[src/rtl/uxn_screen_port_if.sv]
// CPU-side device port and draw-queue output bundle for uxn_screen_port.
interface uxn_screen_port_if;
  logic        port_wr_en;
  logic [3:0]  port_addr;
  logic [7:0]  port_wr_data;
  logic [7:0]  port_rd_data;
  logic [23:0] data;
  logic        we;
  logic        busy;

  // CPU / bench side: drives writes, observes reads and queue output
  modport master (
    output port_wr_en, port_addr, port_wr_data,
    input  port_rd_data, data, we, busy
  );

  // Screen port side
  modport slave (
    input  port_wr_en, port_addr, port_wr_data,
    output port_rd_data, data, we, busy
  );
endinterface

[src/rtl/uxn_screen_port.sv]
// uxn_screen_port: Varvara screen device register file and draw-queue feeder.
// Decodes writes to ports 0x2_ (low nibble), keeps x/y/addr/auto, and turns
// pixel and sprite writes into 24-bit queue words, expanding auto-repeat runs.
// Optional feature macro: SCREEN_AUTO_REPEAT_EN (honour the auto length nibble).
module uxn_screen_port #(
  parameter int unsigned SCREEN_W = 320,
  parameter int unsigned SCREEN_H = 288
) (
  input  logic               clk,
  input  logic               rst_n,
  uxn_screen_port_if.slave   bus
);

  localparam int unsigned XY_W   = 16;
  localparam int unsigned WORD_W = 24;
  localparam int unsigned LEN_W  = 4;

  localparam logic [XY_W-1:0] W_LIM = XY_W'(SCREEN_W);
  localparam logic [XY_W-1:0] H_LIM = XY_W'(SCREEN_H);
  localparam logic [XY_W-1:0] W_MAX = XY_W'(SCREEN_W - 1);
  localparam logic [XY_W-1:0] H_MAX = XY_W'(SCREEN_H - 1);

  typedef enum logic [1:0] {IDLE, PIX, SPR0, SPR1} state_t;

  state_t              state_q, state_d;
  logic [XY_W-1:0]     x_q, x_d, y_q, y_d, addr_q, addr_d;
  logic [7:0]          auto_q, auto_d;
  logic [7:0]          cmd_q, cmd_d;
  logic [LEN_W-1:0]    len_q, len_d, cnt_q, cnt_d;
  logic [XY_W-1:0]     cur_x_q, cur_x_d, cur_y_q, cur_y_d, cur_addr_q, cur_addr_d;
  logic [WORD_W-1:0]   data_q, data_d;
  logic                we_q, we_d, busy_q, busy_d;
  logic [7:0]          rd_q, rd_d;

  logic [XY_W-1:0]     dx_c, dy_c, step_c;
  logic [XY_W-1:0]     x_clamp_c, y_clamp_c;
  logic [LEN_W-1:0]    run_len_c;

  // Repeat count of a sprite run (length nibble, or single sprite)
`ifdef SCREEN_AUTO_REPEAT_EN
  assign run_len_c = auto_q[7:4];
`else
  assign run_len_c = LEN_W'(0);
`endif

  // Per-sprite deltas of the run in progress; auto and cmd are frozen while busy
  assign dx_c   = auto_q[0] ? (cmd_q[4] ? 16'hFFF8 : 16'h0008) : 16'h0000;
  assign dy_c   = auto_q[1] ? (cmd_q[5] ? 16'hFFF8 : 16'h0008) : 16'h0000;
  assign step_c = auto_q[2] ? (cmd_q[7] ? 16'h0010 : 16'h0008) : 16'h0000;

  // Fill origin is pulled back onto the screen
  assign x_clamp_c = (x_q >= W_LIM) ? W_MAX : x_q;
  assign y_clamp_c = (y_q >= H_LIM) ? H_MAX : y_q;

  // State, register file and output registers
  always_ff @(posedge clk or negedge rst_n) begin
    if (!rst_n) begin
      state_q    <= IDLE;
      x_q        <= '0;
      y_q        <= '0;
      addr_q     <= '0;
      auto_q     <= '0;
      cmd_q      <= '0;
      len_q      <= '0;
      cnt_q      <= '0;
      cur_x_q    <= '0;
      cur_y_q    <= '0;
      cur_addr_q <= '0;
      data_q     <= '0;
      we_q       <= 1'b0;
      busy_q     <= 1'b0;
      rd_q       <= '0;
    end else begin
      state_q    <= state_d;
      x_q        <= x_d;
      y_q        <= y_d;
      addr_q     <= addr_d;
      auto_q     <= auto_d;
      cmd_q      <= cmd_d;
      len_q      <= len_d;
      cnt_q      <= cnt_d;
      cur_x_q    <= cur_x_d;
      cur_y_q    <= cur_y_d;
      cur_addr_q <= cur_addr_d;
      data_q     <= data_d;
      we_q       <= we_d;
      busy_q     <= busy_d;
      rd_q       <= rd_d;
    end
  end

  // Next-state, register updates and queue word generation
  always_comb begin
    state_d    = state_q;
    x_d        = x_q;
    y_d        = y_q;
    addr_d     = addr_q;
    auto_d     = auto_q;
    cmd_d      = cmd_q;
    len_d      = len_q;
    cnt_d      = cnt_q;
    cur_x_d    = cur_x_q;
    cur_y_d    = cur_y_q;
    cur_addr_d = cur_addr_q;
    data_d     = data_q;
    we_d       = 1'b0;
    busy_d     = 1'b0;
    rd_d       = 8'h00;

    case (bus.port_addr)
      4'h6:    rd_d = auto_q;
      4'h8:    rd_d = x_q[15:8];
      4'h9:    rd_d = x_q[7:0];
      4'hA:    rd_d = y_q[15:8];
      4'hB:    rd_d = y_q[7:0];
      4'hC:    rd_d = addr_q[15:8];
      4'hD:    rd_d = addr_q[7:0];
      default: rd_d = 8'h00;
    endcase

    case (state_q)
      IDLE: begin
        if (bus.port_wr_en) begin
          case (bus.port_addr)
            4'h6: auto_d = bus.port_wr_data;
            4'h8: x_d    = {bus.port_wr_data, x_q[7:0]};
            4'h9: x_d    = {x_q[15:8], bus.port_wr_data};
            4'hA: y_d    = {bus.port_wr_data, y_q[7:0]};
            4'hB: y_d    = {y_q[15:8], bus.port_wr_data};
            4'hC: addr_d = {bus.port_wr_data, addr_q[7:0]};
            4'hD: addr_d = {addr_q[15:8], bus.port_wr_data};
            4'hE: begin
              state_d = PIX;
              cmd_d   = bus.port_wr_data;
              busy_d  = 1'b1;
              if (bus.port_wr_data[7]) begin
                we_d   = 1'b1;
                data_d = {bus.port_wr_data[6], bus.port_wr_data[1:0], 1'b1,
                          bus.port_wr_data[5], bus.port_wr_data[4],
                          x_clamp_c[8:0], y_clamp_c[8:0]};
              end else if ((x_q < W_LIM) && (y_q < H_LIM)) begin
                we_d   = 1'b1;
                data_d = {bus.port_wr_data[6], bus.port_wr_data[1:0], 3'b000,
                          x_q[8:0], y_q[8:0]};
              end
            end
            4'hF: begin
              state_d    = SPR0;
              cmd_d      = bus.port_wr_data;
              len_d      = run_len_c;
              cnt_d      = '0;
              cur_x_d    = x_q;
              cur_y_d    = y_q;
              cur_addr_d = addr_q;
              busy_d     = 1'b1;
              we_d       = 1'b1;
              data_d     = {bus.port_wr_data[6], bus.port_wr_data[1:0], 1'b0, 1'b1,
                            bus.port_wr_data[7], x_q[8:0], y_q[8:0]};
            end
            default: ;
          endcase
        end
      end

      PIX: begin
        state_d = IDLE;
        if (!cmd_q[7]) begin
          x_d = x_q + XY_W'(auto_q[0]);
          y_d = y_q + XY_W'(auto_q[1]);
        end
      end

      SPR0: begin
        state_d = SPR1;
        busy_d  = 1'b1;
        we_d    = 1'b1;
        data_d  = {4'h0, cmd_q[5], cmd_q[4], cmd_q[3:2], cur_addr_q};
      end

      SPR1: begin
        if (cnt_q == len_q) begin
          state_d = IDLE;
          x_d     = x_q + dx_c;
          y_d     = y_q + dy_c;
          addr_d  = cur_addr_q + step_c;
        end else begin
          // Sprite i sits at (x + i*DY, y + i*DX)
          state_d    = SPR0;
          cnt_d      = cnt_q + LEN_W'(1);
          cur_x_d    = cur_x_q + dy_c;
          cur_y_d    = cur_y_q + dx_c;
          cur_addr_d = cur_addr_q + step_c;
          busy_d     = 1'b1;
          we_d       = 1'b1;
          data_d     = {cmd_q[6], cmd_q[1:0], 1'b0, 1'b1, cmd_q[7],
                        cur_x_d[8:0], cur_y_d[8:0]};
        end
      end

      default: state_d = IDLE;
    endcase
  end

  assign bus.port_rd_data = rd_q;
  assign bus.data         = data_q;
  assign bus.we           = we_q;
  assign bus.busy         = busy_q;

endmodule

[src/flat_wrapper.sv]
// flat-port wrapper written by rule: the top's interface ports become plain ports
module uxn_screen_port_flat 
#(
  parameter int unsigned SCREEN_W = 320,
  parameter int unsigned SCREEN_H = 288
)
  (clk, rst_n, bus_port_wr_en, bus_port_addr, bus_port_wr_data, bus_port_rd_data, bus_data, bus_we, bus_busy);
  uxn_screen_port_if bus_i ();
  input  logic clk;
  input  logic rst_n;
  input wire logic [$bits(bus_i.port_wr_en)-1:0] bus_port_wr_en;
  input wire logic [$bits(bus_i.port_addr)-1:0] bus_port_addr;
  input wire logic [$bits(bus_i.port_wr_data)-1:0] bus_port_wr_data;
  output wire logic [$bits(bus_i.port_rd_data)-1:0] bus_port_rd_data;
  output wire logic [$bits(bus_i.data)-1:0] bus_data;
  output wire logic [$bits(bus_i.we)-1:0] bus_we;
  output wire logic [$bits(bus_i.busy)-1:0] bus_busy;
  assign bus_i.port_wr_en = bus_port_wr_en;
  assign bus_i.port_addr = bus_port_addr;
  assign bus_i.port_wr_data = bus_port_wr_data;
  assign bus_port_rd_data = bus_i.port_rd_data;
  assign bus_data = bus_i.data;
  assign bus_we = bus_i.we;
  assign bus_busy = bus_i.busy;
  uxn_screen_port #(.SCREEN_W(SCREEN_W), .SCREEN_H(SCREEN_H)) u_core (.clk(clk), .rst_n(rst_n), .bus(bus_i));
endmodule
[config.mk]
export PLATFORM = sky130hd
export DESIGN_NAME = uxn_screen_port_flat
export DESIGN_NICKNAME = d
export VERILOG_FILES = /design/src/rtl/uxn_screen_port_if.sv /design/src/rtl/uxn_screen_port.sv /design/src/flat_wrapper.sv
export SDC_FILE = /design/constraint.sdc
export NUM_CORES = 1
export LEC_CHECK = 0
export CORE_AREA = 4 4 124 126
export DETAILED_ROUTE_END_ITERATION = 10
export DIE_AREA = 0 0 128 130
export HOLD_SLACK_MARGIN = 0.1
export PLACE_DENSITY = 0.93
export SLEW_MARGIN = 20
export SYNTH_ARGS = -nofsm -noshare
export SYNTH_HDL_FRONTEND = slang
export SYNTH_SLANG_ARGS = --single-unit
export TNS_END_PERCENT = 10
[constraint.sdc]
create_clock -name clk -period 7.3 [get_ports clk]
set_clock_uncertainty 0.2 [all_clocks]
set_input_delay 0.73 -clock clk [delete_from_list [all_inputs] [get_ports clk]]
set_output_delay 0.73 -clock clk [all_outputs]
set_load 0.02 [all_outputs]
# Yosys cells after proc, flatten, opt, wreduce, memory -nomap -nowiden
# Index checks and enable logic that the tools add are counted.
# Widths: inputs -> output; s select.
[op_classes] eq_ne=31 order_cmp=4 n_reduce_logical=18 add_sub_neg=8 mux=58
[ops] operator="$mux 16" n=22
[ops] operator="$pmux 16 s2" n=7
[ops] operator="$mux 24" n=4
[ops] operator="$pmux 16 s3" n=2
[ops] operator="$add 16x16->16" n=5
[ops] operator="$pmux 24 s3" n=1
[ops] operator="$pmux 8 s7" n=1
[ops] operator="$pmux 24 s2" n=1
[ops] operator="$add 16x1->16" n=2
[ops] operator="$eq 4x4->1 const B" n=8
[ops] operator="$ge 16x9->1 const B" n=2
[ops] operator="$lt 16x9->1 const B" n=2
[ops] operator="$ne 2x2->1 const B" n=16
[ops] operator="$reduce_and 6->1" n=4
[ops] operator="$mux 9" n=2
[ops] operator="$reduce_and 5->1" n=3
[ops] operator="$mux 4" n=3
[ops] operator="$pmux 2 s4" n=1
[ops] operator="$pmux 4 s2" n=1
[ops] operator="$mux 1" n=6
[ops] operator="$pmux 1 s3" n=2
[ops] operator="$reduce_and 3->1" n=2
[ops] operator="$reduce_bool 3->1" n=2
[ops] operator="$mux 5" n=1
[ops] operator="17 further kinds" n=19
[word_totals] input_bits=15 output_inout_bits=34 ff_bits=152 elab_cells=136

# Logic depth before layout (Yosys ltp)
[logic_depth] ltp_word=7 ltp_mapped=13 ltp_nobuf=10

# Least setup slack after synthesis
# No wires, ideal clock.
[synth_timing] path_type="register to register" startpoint="reg u_core.state_q[1]" endpoint="reg u_core.x_q[13]" setup_slack_ns=4.129 arrival_ns=2.899 required_time_ns=7.028 path_buffers=0 synth_period_minus_slack_ns=3.171 path_stages_with_launch=10 setup_time_ns=0.072 path_cell_list="dfrtp_1 > nand2_1 > nor2_1 > ha_1 > a2111o_1 > a31oi_2 > o31ai_4 > a21oi_1 > mux2_1 > nor2_1"
[synth_between] elab_chain_len=3 elab_cells_between_ends=11 classes_between="eq/ne (7); mux (1); reduce/logical (3)"
[synth_lines] item="from (decl)" line="uxn_screen_port.sv:25" source="state_t state_q, state_d;"
[synth_lines] item="from (signal assigned)" line="uxn_screen_port.sv:74" source="state_q <= state_d;"
[synth_lines] item="$eq 2x1->1, or another cell as far along" line="uxn_screen_port.sv:121" source="case (state_q)"
[synth_lines] item="$ne 2x2->1 (no line), or another cell as far along"
[synth_lines] item="$reduce_and 6->1 (no line)"
[synth_lines] item="to (signal assigned)" line="uxn_screen_port.sv:59" source="x_q <= '0;"
[synth_lines] item="to (signal assigned)" line="uxn_screen_port.sv:75" source="x_q <= x_d;"
[synth_lines] item="to (decl)" line="uxn_screen_port.sv:26" source="logic [XY_W-1:0] x_q, x_d, y_q, y_d, addr_q, addr_d;"
# Several ways; a longest one is shown, not always the timed one.
# A chain may end at the register's enable or synchronous reset.

# Worst setup path after layout
[layout_timing] startpoint="reg u_core.state_q[1]" endpoint="reg u_core.y_q[11]"
[layout_between] elab_chain_len=3 elab_cells_between_ends=11 classes_between="eq/ne (7); mux (1); reduce/logical (3)"
[layout_lines] item="$eq 2x1->1, or another cell as far along" line="uxn_screen_port.sv:121"
[layout_lines] item="$ne 2x2->1 (no line), or another cell as far along"
[layout_lines] item="$reduce_and 6->1 (no line)"
[layout_lines] item="to (signal assigned)" line="uxn_screen_port.sv:76" source="y_q <= y_d;"
[layout_lines] item="to (decl)" line="uxn_screen_port.sv:26"
# Several ways; a longest one is shown, not always the timed one.

==> flow_summary.toml <==
[outcome]
outcome = "finished, final reports clean"

[timing]
fmax_ghz = 0.266
fin_ws_ns = 3.54
tns_ns = 0
min_period_over_period_pct = 51.4
holdWs_ns = 0.0872
finalMaxSlewViolations = 0
rsz0062_at_grt = "false"
finalSetupViolCount = 0
slew_headroom_pct = 26.5
tightest_slew_ns = 1.10
hold_violations = 0
min_period_ns = 3.76

[setup_path]
worstSetupEndpointType = "flip-flop"
crit_type = "flip-flop to flip-flop"
cp.arrival_ns = 3.86
start_kind = "flip-flop"
crit_fanout = 22
required_ns = 7.41

[cts]
tritoncts = "yes"
hold_buffers = 0
path_clk_slew_ns = 0.06
cts-buffers-inserted = 17
clk_path_buf_depth = 2
cts_setup_buffers = 0
insertion_delay_ns = 0.44
post_cts_resized = 0
clock-sinks = 138
cts_root_buffer = "clkbuf_16"
htreeDepth = 4

[power]
peakVddDrop_mv = 0.166
p_leak_uw = 0.00445
p_per_area_nw_per_um2 = 324

[logic_synthesis]
synth_most_common_cell = "dfrtp_1"
syn_nets = 1079
yosysTopAreaCell = "dfrtp_1"
synth_area_per_cell_sq_um = 9.02
yosysSeqAreaShare_pct = 37.6
ys.warnings.count = 0
synth_top_area_share_pct = 37.6
synth_edf_count = 0
yosys_register_bits = 138
syn_area_sq_um = 9190
yosys-top-cells-count = "dfrtp_1, nand2_1, nor2_1"
async_flop_share_pct = 100
synth_cell_types = 96
synthCells = 1019
synthFlopType = "dfrtp_1"
synth_area_leaders = "dfrtp_1, ha_1, nand2_1, a21oi_1, mux2_2"

[drt]
wl_met2_microns = 12400
first_pass_iters = 8
drtAntennaViolNets = 0
dr_wl_met3_microns = 3110
wl_met1_microns = 10000
drt_iter0_drc = 1080
via_per_inst = 6.98
route.detailed.drc = 0
top_layer = "met4"
wl_per_cell_microns = 22.2
routed_wl_microns = 27400
vias = 8608

[finish]
multiInputGateArea_sq_um = 5340
area_growth_pct = 11.6
antennaDiodeCount = 0
seq_area_sq_um = 3450
drive_above_1_share_pct = 10.9
nets = 1096
fill_cells = 985
stdcell_count = 1233
stdcell_area_sq_um = 10300

[placed_design]
io_buffer_count = 48
gp_congestion = 0.962
place_ws_ns = 3.46
dp_hpwl_microns = 18400
dpl_cell_area_sq_um = 9640
post-place-cells = 1201

[die]
fp.dieW_microns = 128
start_util_pct = 64.2
fp.coreArea_sq_um = 14300
rows = 44
die_area_sq_um = 16600
num_io_pins = 49
die_height_microns = 130

[global_routing]
grt_max_degree = 72
overflow = 0
grt_pass1_wl_microns = 43500
antenna_found_initial = 0
track_usage_pct = 33.6
grt_pass1_vias = 8281

[worst_hold_path]
min_path_type = "primary input to async pin"

[flow_run]
drv_cap = 0
## layout by cell type (no fill, tap or decap), types with 8 or more instances in the layout
cell             count
a211oi_1             8
a21o_1              15
a21oi_1             82
a22oi_1             40
a31oi_1             29
and2_1               9
and3_1              12
clkbuf_16           17
clkdlybuf4s50_1     47
dfrtp_1            137
ha_1                42
inv_1               22
mux2_2              33
mux2i_1             10
nand2_1            115
nand3_1             36
nor2_1              98
nor2b_1             16
o21a_1               9
o21ai_0             66
o22ai_1             14
xnor2_1             22
xor2_1              13
## worst max-delay path, stage by stage (launching register included)
cell      delay [ns]
dfrtp_1         0.97
and3_2          0.59
ha_1            0.37
and2_4          0.21
a221oi_4        0.35
a211oi_1        0.15
or3_1           0.32
a311oi_1        0.36
nor2_1          0.09
## metal layers
metal	track usage (%)	vias up
li1	-	3785
met1	42.7	4052
met2	52.3	595
met3	8.64	176
met4	19.2	0
met5	0	-
## logic make-up after synthesis
group / after synthesis / share of synthesized area [%]
simple gates: 344 / 18.5
compound gates: 333 / 24.4
flops: 138 / 37.6
buf+inv: 79 / 4.36
fa+ha+maj: 45 / 6.37
mux: 44 / 5.25
xor+xnor: 36 / 3.58
## state kept, by name, indices dropped and copies added, names as in the netlist
signal                   count
u_core.bus.busy              1
u_core.bus.port_rd_data      8
u_core.y_q                  16
u_core.cur_y_q               9
u_core.auto_q                8
u_core.cnt_q                 4
u_core.bus.we                1
u_core.x_q                  16
u_core.bus.data             24
u_core.cur_x_q               9
u_core.cmd_q                 8
u_core.state_q               2
u_core.cur_addr_q           16
u_core.addr_q               16
## cell type report
type                            count  area share (%)
Clock buffer                       20            4.35
Clock inverter                     12            1.68
Inverter                           23           0.841
Multi-Input combinational cell    802            52.1
Sequential cell                   138            33.7
Tap cell                          184            2.24
Timing Repair Buffer               54            5.13
## where the power goes
group / internal, uW / total [uW] / switching (uW)
logic: 491 / 1070 / 577
clock network: 578 / 918 / 339
registers: 1000 / 1340 / 334
total: 2070 / 3320 / 1250
## stage by stage
step	total power (uW)	utilization, %
floorplan	1950	-
global placement	2280	67.4
detailed placement	2340	67.4
CTS	3280	71.7
global route	3460	71.7
finish	3320	71.7
## path summary, 6_finish.rpt
path	from	to	slack, ns	cells after the start
max	u_core.state_q[1]	u_core.y_q[11]	3.54	8
min	rst_n	u_core.x_q[10]	0.09	1
max reg2reg	u_core.state_q[1]	u_core.y_q[11]	3.54	8
min reg2reg	u_core.bus.data[14]	u_core.bus.data[14]	0.28	2
max in group asynchronous	rst_n	u_core.state_q[0]	5.40	2
min in group clk	u_core.bus.data[14]	u_core.bus.data[14]	0.28	2
(Power assumes the default switching activity.)
